===== src/rtl/hpu_stream_pkg.sv =====
// Shared definitions for the hypervector stream-out path.
//   BEAT_W         : bits per output beat (width of stream_d)
//   beats_f(dim)   : beats per hypervector whose MSB index is dim
//   iw_f(dim)      : width of the beat-select index for that vector size
//   stream_state_t : sequencer states (IDLE, WAIT, SEND, DRAIN)
package hpu_stream_pkg;

    localparam int BEAT_W = 256;

    typedef enum logic [1:0] {
        IDLE  = 2'd0,
        WAIT  = 2'd1,
        SEND  = 2'd2,
        DRAIN = 2'd3
    } stream_state_t;

    function automatic int beats_f(input int dim);
        return (dim + 1) / BEAT_W;
    endfunction

    // A one-beat vector still needs a 1-bit select.
    function automatic int iw_f(input int dim);
        return (beats_f(dim) > 1) ? $clog2(beats_f(dim)) : 1;
    endfunction

endpackage


===== src/rtl/stream_out_ctrl.sv =====
// stream_out_ctrl: reads each finished hypervector out of the sign-bit
// buffer stage as BEATS beats of BEAT_W bits and presents them to the DMA
// write path, counting vectors per job and pulsing done at the end.
//
// Handshake: a beat transfers on a cycle where dst_valid && dst_ready.
// dst_valid/dst_last hold while dst_ready is low; a new beat is only
// requested from the buffer (stream_v) when the one-deep output register
// is empty or being drained the same cycle.
//
// Ports:
//   clk, rst        clock, synchronous active-high reset
//   run, vec_num    job start (sampled in IDLE) and vector count
//   result_valid    upstream sign bits final and stable (level)
//   result_ack      one-cycle pulse, current vector fully captured
//   stream_v        capture strobe to the buffer stage
//   stream_i        beat select, driven with stream_v
//   dst_ready       sink ready
//   dst_valid       stream_d holds a valid beat
//   dst_last        final beat of the job
//   busy            any state other than IDLE
//   done            one-cycle pulse at job completion
//   stall_cycles    (STREAM_OUT_STALL_CNT_EN only) saturating count of
//                   cycles with dst_valid && !dst_ready
//   state           current sequencer state, for observation
//
// Build option: define STREAM_OUT_STALL_CNT_EN to add stall_cycles.
module stream_out_ctrl
    import hpu_stream_pkg::*;
#(
    parameter int DIM = 1023,
    parameter int VW  = 26
) (
    input  logic                  clk,
    input  logic                  rst,
    input  logic                  run,
    input  logic [VW-1:0]         vec_num,
    input  logic                  result_valid,
    output logic                  result_ack,
    output logic                  stream_v,
    output logic [iw_f(DIM)-1:0]  stream_i,
    input  logic                  dst_ready,
    output logic                  dst_valid,
    output logic                  dst_last,
    output logic                  busy,
    output logic                  done,
`ifdef STREAM_OUT_STALL_CNT_EN
    output logic [31:0]           stall_cycles,
`endif
    output stream_state_t         state
);

    localparam int BEATS = beats_f(DIM);
    localparam int IW    = iw_f(DIM);
    localparam logic [IW-1:0] LAST_BEAT = IW'(BEATS - 1);

    stream_state_t state_q, state_d;
    logic [IW-1:0] beat_q, beat_d;
    logic [VW-1:0] vec_cnt_q, vec_cnt_d;
    logic [VW-1:0] vec_num_q, vec_num_d;
    logic          valid_q, valid_d;
    logic          last_q, last_d;
    logic          done_q, done_d;
    logic          can_issue;
    logic          issue;
    logic          ack;

    always_ff @(posedge clk) begin
        if (rst) begin
            state_q   <= IDLE;
            beat_q    <= '0;
            vec_cnt_q <= '0;
            vec_num_q <= '0;
            valid_q   <= 1'b0;
            last_q    <= 1'b0;
            done_q    <= 1'b0;
        end else begin
            state_q   <= state_d;
            beat_q    <= beat_d;
            vec_cnt_q <= vec_cnt_d;
            vec_num_q <= vec_num_d;
            valid_q   <= valid_d;
            last_q    <= last_d;
            done_q    <= done_d;
        end
    end

    always_comb begin
        state_d   = state_q;
        beat_d    = beat_q;
        vec_cnt_d = vec_cnt_q;
        vec_num_d = vec_num_q;
        valid_d   = valid_q;
        last_d    = last_q;
        done_d    = 1'b0;
        issue     = 1'b0;
        ack       = 1'b0;
        can_issue = !valid_q || dst_ready;

        // Output register empties on acceptance; an issue below refills it.
        if (valid_q && dst_ready) begin
            valid_d = 1'b0;
            last_d  = 1'b0;
        end

        case (state_q)
            IDLE: begin
                if (run) begin
                    if (vec_num != '0) begin
                        vec_num_d = vec_num;
                        vec_cnt_d = '0;
                        beat_d    = '0;
                        state_d   = WAIT;
                    end else begin
                        done_d = 1'b1;
                    end
                end
            end
            WAIT: begin
                if (result_valid) begin
                    beat_d  = '0;
                    state_d = SEND;
                end
            end
            SEND: begin
                // A dropped result_valid simply pauses at the held beat.
                if (result_valid && can_issue) begin
                    issue   = 1'b1;
                    valid_d = 1'b1;
                    last_d  = 1'b0;
                    if (beat_q == LAST_BEAT) begin
                        ack       = 1'b1;
                        beat_d    = '0;
                        vec_cnt_d = vec_cnt_q + VW'(1);
                        if ((vec_cnt_q + VW'(1)) == vec_num_q) begin
                            last_d  = 1'b1;
                            state_d = DRAIN;
                        end else begin
                            state_d = WAIT;
                        end
                    end else begin
                        beat_d = beat_q + IW'(1);
                    end
                end
            end
            DRAIN: begin
                // Only the job's final beat can be in the register here.
                if (valid_q && dst_ready) begin
                    done_d  = 1'b1;
                    state_d = IDLE;
                end
            end
            default: state_d = IDLE;
        endcase
    end

    assign stream_v   = issue;
    assign stream_i   = beat_q;
    assign result_ack = ack;
    assign dst_valid  = valid_q;
    assign dst_last   = last_q;
    assign busy       = (state_q != IDLE);
    assign done       = done_q;
    assign state      = state_q;

`ifdef STREAM_OUT_STALL_CNT_EN
    logic [31:0] stall_q;

    always_ff @(posedge clk) begin
        if (rst) begin
            stall_q <= '0;
        end else if (state_q == IDLE && run) begin
            stall_q <= '0;
        end else if (valid_q && !dst_ready && stall_q != '1) begin
            stall_q <= stall_q + 32'd1;
        end
    end

    assign stall_cycles = stall_q;
`endif

endmodule


===== config.mk =====
export PLATFORM = sky130hd
export DESIGN_NAME = stream_out_ctrl
export DESIGN_NICKNAME = d
export VERILOG_FILES = /design/src/rtl/hpu_stream_pkg.sv /design/src/rtl/stream_out_ctrl.sv
export SDC_FILE = /design/constraint.sdc
export NUM_CORES = 1
export LEC_CHECK = 0
export BUFFER_PORTS_ARGS = -buffer_cell sky130_fd_sc_hd__buf_4
export CAP_MARGIN = 0
export CORE_ASPECT_RATIO = 0.9
export CORE_MARGIN = 1.5
export CORE_UTILIZATION = 45
export CTS_CLUSTER_DIAMETER = 80
export DETAILED_ROUTE_END_ITERATION = 8
export PLACE_DENSITY = 0.68
export SLEW_MARGIN = 25
export SYNTH_ARGS = -nofsm -noshare
export SYNTH_HDL_FRONTEND = slang
export SYNTH_SLANG_ARGS = --single-unit

===== constraint.sdc =====
create_clock -name clk -period 3.3 [get_ports clk]
set_input_delay 0.33 -clock clk [delete_from_list [all_inputs] [get_ports clk]]
set_output_delay 0.33 -clock clk [all_outputs]
set_load 0.02 [all_outputs]

Word level (Yosys, flattened, before mapping)
Index checks and enable logic that the tools add are counted.
- add/subtract/negate cells: 2
- equal/unequal tests: 11
- mux-type cells: 36
- reductions and logical operators: 13
- operator list (operator ; count):
    26-bit 2-to-1 mux ; 4
    26-bit case mux with 2 select lines ; 1
    26-bit by 1-bit adder with 26-bit output, second input constant ; 1
    26-bit == test ; 1
    26-bit nonzero test ; 1
    2-bit 2-to-1 mux ; 12
    1-bit 2-to-1 mux ; 16
    2-bit inequality test, second input constant ; 6
    5-bit AND reduction ; 2
    2-bit case mux with 4 select lines ; 1
    2-bit == test, second input constant ; 3
    2-bit case mux with 3 select lines ; 1
    6-bit AND reduction ; 1
    2-bit nonzero test ; 2
    3-bit AND reduction ; 1
    3-bit nonzero test ; 1
    2-bit by 1-bit adder with 2-bit output, second input constant ; 1
    2-bit by 1-bit == test with 1-bit output, second input constant ; 1
    1-bit logical AND ; 2
    2-bit logical NOT ; 1
    1-bit case mux with 2 select lines ; 1
    1-bit logical NOT ; 1
    1-bit logical OR ; 1
- bits in registers: 59
- input port bits: 31
- output and inout port bits: 10
- word-level logic and storage cells: 69

Longest topological paths before layout
Gate-level depths: netlist of the first run.
- word-level depth: 6
- mapped depth: 10
- mapped depth without buffers: 8

Worst setup path after synthesis of the first run
Ideal clock, no wire load.
- path type: register to register
- from: register vec_cnt_q[0]
- to: register last_q, in the netlist dst_last
- setup time: 96 ps
- data arrival time: 2366 ps
- required time: 3204 ps
- path slack: 838 ps
- stages on the path, launching flop included: 10
- path buffers: 1
- clock period less this slack: 2462 ps
- cell sequence: dfxtp_1 ha_1 clkbuf_1 nand3_2 or4_1 o21ai_1 o2111ai_1 nor4_1 nand3_1 o41ai_2
- longest elaborated chain between the ends: 6
- RTL lines (what ; line ; source):
    from (decl) ; stream_out_ctrl.sv:58 ; logic [VW-1:0] vec_cnt_q, vec_cnt_d;
    from (signal assigned) ; stream_out_ctrl.sv:79 ; vec_cnt_q <= vec_cnt_d;
    26-bit by 1-bit adder with 26-bit output ; stream_out_ctrl.sv:134 ; if ((vec_cnt_q + VW'(1)) == vec_num_q) begin
    26-bit == test ; stream_out_ctrl.sv:134 ;
    1-bit 2-to-1 mux ; stream_out_ctrl.sv:134 ;
    1-bit 2-to-1 mux ; stream_out_ctrl.sv:130 ; if (beat_q == LAST_BEAT) begin
    1-bit 2-to-1 mux ; stream_out_ctrl.sv:126 ; if (result_valid && can_issue) begin
    1-bit 2-to-1 mux ; stream_out_ctrl.sv:105 ; case (state_q)
    to (signal assigned) ; stream_out_ctrl.sv:82 ; last_q <= last_d;
    to (decl) ; stream_out_ctrl.sv:61 ; logic last_q, last_d;
No other way between the ends.
A chain may end at the register's enable or synchronous reset.

Worst setup path after layout of the first run
- from: register vec_cnt_q[9]
- to: register state_q[1], in the netlist state[1]
- longest elaborated chain between the ends: 6
- RTL lines (what ; line ; source):
    26-bit by 1-bit adder with 26-bit output ; stream_out_ctrl.sv:134 ;
    26-bit == test ; stream_out_ctrl.sv:134 ;
    2-bit 2-to-1 mux ; stream_out_ctrl.sv:134 ;
    2-bit 2-to-1 mux ; stream_out_ctrl.sv:130 ;
    2-bit 2-to-1 mux ; stream_out_ctrl.sv:126 ;
    2-bit case mux with 4 select lines ; stream_out_ctrl.sv:105 ;
    to (signal assigned) ; stream_out_ctrl.sv:77 ; state_q <= state_d;
    to (decl) ; stream_out_ctrl.sv:56 ; stream_state_t state_q, state_d;
No other way between the ends. The select of a mux whose other input is x is not followed.

==> results.yml, run 1 <==
route:
  vias_per_cell: 5.782
  final_antenna_net_count: 0
  wl_per_cell_microns: 16.34
  vias: 3342
  met3WireLength_microns: 360
  dr.pass1.iters: 5
  totalWireLength_microns: 9446
  first_iter_violations: 263
  wl_met1_microns: 4644
  drc: 0
  met2_length_microns: 4362
  highest_layer: "met4"
synthesis:
  avgSynthCellArea_sq_um: 8.257
  netlist_area_sq_um: 3707
  ys_ff_latch: 59
  synthCells: 449
  ys_seq_area_share_pct: 31.86
  ys_types: 62
  ys_warn_count: 0
  synth-main-ff-cell: "dfxtp_1"
  synth_edf_count: 0
  synth_fp_nets: 488
  async_reset_ff_share_pct: 0
hold_path:
  min-delay-start: "vec_num[3]"
  hp-class: "input pin to register"
final_layout:
  multiInputGateArea_sq_um: 2337
  final_area_sq_um: 4242
  fin_cells: 578
  seqCellArea_sq_um: 1181
  drive_above_1_share_pct: 17.33
  fillers: 750
  area_growth_pct: 14.41
  nNetsFinal: 513
  insertedDiodeCount: 0
floorplan:
  core_area_sq_um: 8029
  num_rows: 31
  die_h_microns: 89.11
  num_io_pins: 41
  die_x_microns: 98.68
  start_util_pct: 46.17
  dieArea_sq_um: 8793
sta:
  maxSlewViolCount: 0
  max_slew_margin_pct: 54.93
  tightest_slew_ns: 0.6760
  hold_viol_final: 0
  tns_ns: 0
  period_minus_slack_ns: 2.921
  setup_violations: 0
  fin_ws_ns: 0.3790
  fin_crit_sh_pct: 88.52
  grt_setup_unrepaired: "no"
  max_freq_ghz: 0.3423
  fin_skew_ns: 0.009631
worst_setup_path:
  slowest_delay_ns: 0.58
  critical_path_peak_fanout: 13
  cp-endpoint: "state[1]"
  worst_r2r_endpoint: "state[1]"
  arrival_ns: 3.16
  cp_num_cells: 7
  crit_type: "register to register"
  crit_chain: "nand4_2, nor4_4, and4_1, xnor2_1, a2111oi_1, nand3_1, o41ai_2"
  endpoint_kind: "register"
  cp_top_family: "simple AND/OR/NAND/NOR gates"
  r2r_slack_ns: 0.38
  critical_path.slowest_cell: "dfxtp_1"
  ff2ff_path_depth: 7
  cp-start-kind: "register"
  required_ns: 3.54
  critical_path_buf_inv_count: 0
  timing.rr.start: "vec_cnt_q[9]"
  cp-startpoint: "vec_cnt_q[9]"
clock_tree:
  cts_resized: 0
  htree_levels: 3
  clock_sinks: 59
  hold_buffers: 0
  clk-insertion-delay-late_ns: 0.34
  postCtsSetupBuffers: 0
  clkTransAtPathRegs_ns: 0.07
  clock_path_buffers: 2
  clockRootBuffer: "clkbuf_8"
  cts_tree: "built"
  numCtsBuffers: 9
status:
  status: "completed"
grt:
  antenna_found_initial: 0
  grt_max_degree: 63
  grt_pass1_vias: 3033
  overflow: 0
  grt_pass1_wl_microns: 15540
  grtUsageTotal_pct: 22.54
placed_design:
  dpl.hpwl_microns: 6576
  placedInstanceArea_sq_um: 4033
  dp.cells: 562
  place_ws_ns: 0.4734
  gp_congestion: 0.9272
  io_buffers: 40
pwr:
  ir_worst_vdd_mv: 0.4064
  power_density_nw_per_um2: 561.4
  leakage_nw: 1.796
flow_run:
  maxCapViolCount: 0
[metal layers]
metal | vias to the layer above | track usage [%]
li1 | 1668 | -
met1 | 1593 | 30.69
met2 | 73 | 36.81
met3 | 8 | 5.395
met4 | 0 | 4.805
met5 | - | 0
[cells in the mapped netlist, types with 3 or more instances]
library cell | count | area, sq um
nor2_1 | 61 | 229.0
dfxtp_1 | 59 | 1181
a21oi_1 | 35 | 175.2
mux2i_1 | 31 | 310.3
xnor2_1 | 22 | 192.7
nand2_1 | 19 | 71.32
nand3_1 | 18 | 90.09
clkbuf_1 | 17 | 63.81
o21ai_0 | 16 | 80.08
nor3_1 | 15 | 75.07
inv_1 | 12 | 45.04
xor2_1 | 12 | 105.1
a21o_1 | 10 | 75.07
buf_2 | 10 | 50.05
nor4_1 | 10 | 62.56
or3_1 | 9 | 56.30
ha_1 | 8 | 100.1
and3_1 | 7 | 43.79
a31oi_1 | 6 | 37.54
and4_1 | 5 | 43.79
nand4_1 | 4 | 25.02
or4_1 | 4 | 30.03
a211oi_1 | 3 | 22.52
buf_1 | 3 | 11.26
o22ai_1 | 3 | 18.77
or2_2 | 3 | 18.77
or4_4 | 3 | 33.78
[worst reg2reg max path, delay by kind of cell, from the launching register on]
family	cells	cell delay, ns
and+or+nand+nor	4	1.44
DFF	1	0.58
xor gates and xnor gates	1	0.07
AOI/OAI and AO/OA	2	0.74
[sequential cells by signal, indices dropped and copies added, names as in the netlist]
name / flops
done: 1
vec_num_q: 26
stream_i: 2
dst_last: 1
vec_cnt_q: 26
state: 2
dst_valid: 1
[area by class of cell]
cell class | count | area share, %
clock buffer | 11 | 3.097
timing repair buffer | 46 | 8.142
inverter | 12 | 1.062
multi-input combinational | 346 | 55.10
clock inverter | 5 | 1.829
tap | 99 | 2.920
sequential | 59 | 27.85
[worst min path at each step]
stage / to / cells past startpoint
2_1_floorplan: vec_cnt_q[24] / 2
3_3_place_gp: vec_num_q[24] / 2
3_5_place_dp: vec_num_q[24] / 2
4_1_cts: vec_num_q[3] / 3
5_1_grt: vec_num_q[21] / 3
6_report: vec_num_q[3] / 3
[kinds of logic after synthesis]
family	synth area share, %
buffers and inverters	5.096
and+or+nand+nor	27.54
AOI/OAI and AO/OA	16.10
adders and majority gates	2.700
xor gates and xnor gates	8.032
muxes	8.674
DFF	31.86
[cell usage in the layout (no fill, tap or decap), types with 3 or more instances in the layout]
master    synthesis  routed
nand4_1           4       4
dfxtp_1          59      59
ha_1              8       8
a21oi_1          35      35
xor2_1           12      12
xnor2_1          22      22
a211oi_1          3       3
or4_4             3       3
or4_1             4       4
a31oi_1           6       6
nor4_1           10      10
or3_1             9       9
o22ai_1           3       3
inv_1            12      12
and3_1            7       7
a21o_1           10      10
nor2_1           61      61
and4_1            5       5
nor3_1           15      15
buf_4             1      46
clkbuf_8          0       9
nand3_1          18      18
o21ai_0          16      16
mux2i_1          31      31
or2_2             3       3
nand2_1          19      19
[through the flow]
stage | utilization (%) | total power, W | hold slack, ns
2_1_floorplan | - | 0.001446 | 0.4574
5_1_grt | 52.83 | 0.002525 | 0.2215
3_5_place_dp | 50.23 | 0.001668 | 0.4833
6_report | 52.83 | 0.002381 | 0.2284
4_1_cts | 52.83 | 0.002395 | 0.2180
3_3_place_gp | 50.23 | 0.001658 | 0.4750
[where the power goes]
part | internal, W | leakage, nW | switching [W]
Combinational | 0.000361 | 1.21 | 0.000450
Sequential | 0.000780 | 0.480 | 0.0000691
Clock | 0.000423 | 0.103 | 0.000297
Total | 0.00156 | 1.80 | 0.000817
(Power assumes the default switching activity.)
==> run 2, diff against run 1 <==
--- a/config.mk
+++ b/config.mk
@@ -8,10 +8,12 @@
 export BUFFER_PORTS_ARGS = -buffer_cell sky130_fd_sc_hd__buf_4
 export CAP_MARGIN = 0
-export CORE_ASPECT_RATIO = 0.9
+export CELL_PAD_IN_SITES_DETAIL_PLACEMENT = 0
+export CELL_PAD_IN_SITES_GLOBAL_PLACEMENT = 2
+export CORE_ASPECT_RATIO = 1.4
 export CORE_MARGIN = 1.5
-export CORE_UTILIZATION = 45
+export CORE_UTILIZATION = 35
 export CTS_CLUSTER_DIAMETER = 80
 export DETAILED_ROUTE_END_ITERATION = 8
-export PLACE_DENSITY = 0.68
+export PLACE_DENSITY = 0.83
 export SLEW_MARGIN = 25
 export SYNTH_ARGS = -nofsm -noshare
==> constraint.sdc (replaced) <==
create_clock -name clk -period 3.3 [get_ports clk]
set_input_delay 0.66 -clock clk [delete_from_list [all_inputs] [get_ports clk]]
set_output_delay 0.66 -clock clk [all_outputs]
set_load 0.02 [all_outputs]
==> results.yml, run 2 (synthesis gave the netlist of run 1 again) <==
sta:
  tightest_slew_ns: 0.6771
  maxSlewViolCount: 0
  fin_ws_ns: 0.2280
  fin_skew_ns: 0.006453
  period_minus_slack_ns: 3.072
  hold_viol_final: 0
  setup_violations: 0
  max_slew_margin_pct: 54.86
  tns_ns: 0
  grt_setup_unrepaired: "no"
  fin_crit_sh_pct: 93.09
  max_freq_ghz: 0.3255
final_layout:
  utilization_pct: 42.60
  area_growth_pct: 18.93
  nNetsFinal: 514
  layout_commonest_cell: "nor2_1"
  drive_above_1_share_pct: 17.29
  reg_top3: "vec_cnt_q x26, vec_num_q x26"
  final_cell_mix: "61 x nor2_1, 59 x dfxtp_1, 46 x buf_4"
  fillers: 1113
  fin_cells: 618
  insertedDiodeCount: 0
route:
  vias: 3371
  first_iter_violations: 176
  totalWireLength_microns: 10310
  dr.pass1.iters: 4
  wl_per_cell_microns: 16.68
  vias_per_cell: 5.455
  drc: 0
  final_antenna_net_count: 0
pwr:
  power_density_nw_per_um2: 597.5
  ir_worst_vdd_mv: 0.2756
  leakage_nw: 1.854
clock_tree:
  cts_tree: "built"
  clk-insertion-delay-late_ns: 0.33
  hold_buffers: 0
  clockRootBuffer: "clkbuf_16"
  htree_levels: 3
  clock_path_buffers: 2
  postCtsSetupBuffers: 0
  clock_sinks: 59
  clkTransAtPathRegs_ns: 0.05
  cts_resized: 0
  numCtsBuffers: 9
hold_path:
  min-delay-start: "vec_cnt_q[24]"
  min_path_cells: 2
  hp-class: "register to register"
  whs_endpoint: "vec_cnt_q[24]"
placed_design:
  dpl.hpwl_microns: 7472
  gp_congestion: 0.8404
  place_ws_ns: 0.2857
  dp.cells: 602
  io_buffers: 40
worst_setup_path:
  cp-start-kind: "register"
  endpoint_kind: "register"
  critical_path_peak_fanout: 13
  crit_type: "register to register"
  worst_r2r_endpoint: "state[1]"
  required_ns: 3.52
  ff2ff_path_depth: 7
  arrival_ns: 3.29
  timing.rr.start: "vec_cnt_q[9]"
  r2r_slack_ns: 0.23
floorplan:
  num_rows: 44
  die_x_microns: 89.98
  start_util_pct: 35.82
  core_area_sq_um: 10350
  dieArea_sq_um: 11230
  num_io_pins: 41
  die_h_microns: 124.8
grt:
  grt_pass1_vias: 3427
  overflow: 0
  grtUsageTotal_pct: 19.49
  grt_pass1_wl_microns: 17490
  antenna_found_initial: 0
  grt_max_degree: 63
flow_run:
  maxCapViolCount: 0
status:
  status: "completed"
## run 2: worst max-delay path by stage
stage / from / endpoint / depth (start not counted)
6_report: vec_cnt_q[9] / state[1] / 7
5_1_grt: vec_cnt_q[9] / state[1] / 7
4_1_cts: vec_cnt_q[9] / state[1] / 7
3_5_place_dp: vec_cnt_q[9] / state[1] / 7
3_3_place_gp: vec_cnt_q[9] / dst_last / 7
2_1_floorplan: vec_cnt_q[0] / dst_last / 9
## run 2: layout make-up
cell class	instances	area [sq um]	area share (%)
multi-input cells	346	2337	53.01
flip-flops and latches	59	1181	26.79
repair buffers	47	365.4	8.286
clock buffers	15	277.8	6.300
well taps	138	172.7	3.916
inverters	12	45.04	1.022
clock inverters	1	30.03	0.6810
## run 2: per-layer routing
layer | GRT usage (%) | vias up | share of wire, %
met4 | 6.909 | 0 | 1.9
met5 | 0 | - | 0
li1 | - | 1673 | -
met2 | 35.07 | 72 | 52
met1 | 23.18 | 1613 | 43
met3 | 3.114 | 13 | 3.3
## run 2: worst max-delay path, stage by stage, from the launching register on
cell and delay, ns:
dfxtp_1 0.59, nand4_2 0.45, or4_1 0.72, o21ai_1 0.20, o2111ai_1 0.12, nor4_1 0.34
nand3_1 0.26, o41ai_2 0.30
## run 2: per-stage QoR
stage               hold slack [ns]  total power [W]  instance area, sq um
floorplan                    0.4574         0.001446                  3707
global placement             0.4671         0.001688                  4101
detailed placement           0.4881         0.001702                  4101
CTS                          0.4983         0.002665                  4409
global route                 0.5295         0.002792                  4409
finish                       0.4920         0.002634                  4409
## run 2: power breakdown
group / internal, W / total (W) / switching (W)
Clock: 0.000646 / 0.000958 / 0.000311
Combinational: 0.000366 / 0.000826 / 0.000460
Sequential: 0.000782 / 0.000851 / 0.0000690
Total: 0.00179 / 0.00263 / 0.000840
==> run 3, diff against run 2 <==
clock period = 3.46 ns   (was 3.3 ns; I/O delays follow)
==> results.yml, run 3 (synthesis gave the netlist of run 1 again) <==
final_layout:
  final_cell_mix: "61 x nor2_1, 59 x dfxtp_1, 48 x buf_4"
  reg_top3: "vec_cnt_q x26, vec_num_q x26"
  final_area_sq_um: 4385
  area_growth_pct: 18.29
  nNetsFinal: 515
  insertedDiodeCount: 0
  drive_above_1_share_pct: 17.26
  layout_commonest_cell: "nor2_1"
sta:
  period_minus_slack_ns: 2.949
  tns_ns: 0
  maxSlewViolCount: 0
  fin_skew_ns: 0.005151
  grt_setup_unrepaired: "no"
  hold_viol_final: 0
  tightest_slew_ns: 0.6708
  max_slew_margin_pct: 55.28
  fin_crit_sh_pct: 85.22
  max_freq_ghz: 0.3391
  fin_ws_ns: 0.5114
  hold_ws_ns: 0.4883
  setup_violations: 0
worst_setup_path:
  required_ns: 3.69
  cp-startpoint: "vec_cnt_q[0]"
  cp-start-kind: "register"
  timing.rr.start: "vec_cnt_q[0]"
  arrival_ns: 3.18
  crit_type: "register to register"
  r2r_slack_ns: 0.51
  ff2ff_path_depth: 8
  worst_r2r_endpoint: "dst_last"
  critical_path_peak_fanout: 8
  endpoint_kind: "register"
clock_tree:
  clkTransAtPathRegs_ns: 0.05
  clk-insertion-delay-late_ns: 0.33
  clock_path_buffers: 2
  postCtsSetupBuffers: 0
  numCtsBuffers: 9
  hold_buffers: 0
  htree_levels: 3
  cts_resized: 0
  clockRootBuffer: "clkbuf_16"
  cts_tree: "built"
  clock_sinks: 59
flow_run:
  maxCapViolCount: 0
placed_design:
  gp_congestion: 0.8291
  place_ws_ns: 0.5044
  io_buffers: 40
  placedInstanceArea_sq_um: 4096
  dpl.hpwl_microns: 7451
route:
  final_antenna_net_count: 0
  dr.pass1.iters: 4
  vias_per_cell: 5.464
  drc: 0
  totalWireLength_microns: 10310
  first_iter_violations: 137
  wl_per_cell_microns: 16.66
  vias: 3382
status:
  status: "completed"
grt:
  grt_max_degree: 63
  grt_pass1_wl_microns: 17020
  overflow: 0
  antenna_found_initial: 0
  grtUsageTotal_pct: 19.28
  grt_pass1_vias: 3287
floorplan:
  die_x_microns: 89.98
  die_h_microns: 124.8
  dieArea_sq_um: 11230
  start_util_pct: 35.82
  num_io_pins: 41
  core_area_sq_um: 10350
  num_rows: 44
pwr:
  leakage_nw: 1.842
  power_density_nw_per_um2: 563.9
  ir_worst_vdd_mv: 0.2964
  total_power_w: 0.002473
hold_path:
  hp-class: "register to register"
  min-delay-start: "vec_cnt_q[24]"
  min_path_cells: 2
  whs_endpoint: "vec_cnt_q[24]"
-- run 3: changes by cell type in the layout (fill, tap and decap cells not counted), sizes merged --
cell    change
buf         +1
clkbuf      -1
clkinv      +1
-- run 3: where the power goes --
group          switching [W]  internal [W]
clock               0.000306      0.000576
sequential         0.0000644      0.000746
combinational       0.000431      0.000349
-- run 3: through the flow --
stage | std cells | utilization (%)
floorplan | 449 | -
global placement | 603 | 39.58
detailed placement | 603 | 39.58
CTS | 619 | 42.37
global route | 619 | 42.37
finish | 619 | 42.37
-- run 3: worst max path at each step --
stage / endpoint / depth (start not counted)
6_report: dst_last / 8
5_1_grt: dst_last / 8
3_3_place_gp: vec_cnt_q[9] / 9
4_1_cts: dst_last / 8
3_5_place_dp: state[1] / 8
2_1_floorplan: dst_last / 9
-- run 3: routing by layer --
metal	track usage (%)	up-vias	share of wire, %
met5	0	-	0
met4	9.991	0	3.0
met3	3.175	21	3.1
met2	33.14	82	51
met1	22.91	1606	43
li1	-	1673	-
-- run 3: critical path, stage by stage, from the launching register on --
cell	delay (ns)
dfxtp_1	0.47
ha_1	0.38
nand3_2	0.23
or4_1	0.61
o21ai_1	0.18
o2111ai_1	0.15
nor4_1	0.39
nand3_1	0.21
o41ai_2	0.22
-- run 3: cell type report --
type,count,area (sq um)
well taps,138,172.7
clock buffers,14,254.0
multi-input cells,346,2337
repair buffers,48,360.3
clock inverters,2,35.03
fillers,1123,5964
flip-flops and latches,59,1181
inverters,12,45.04
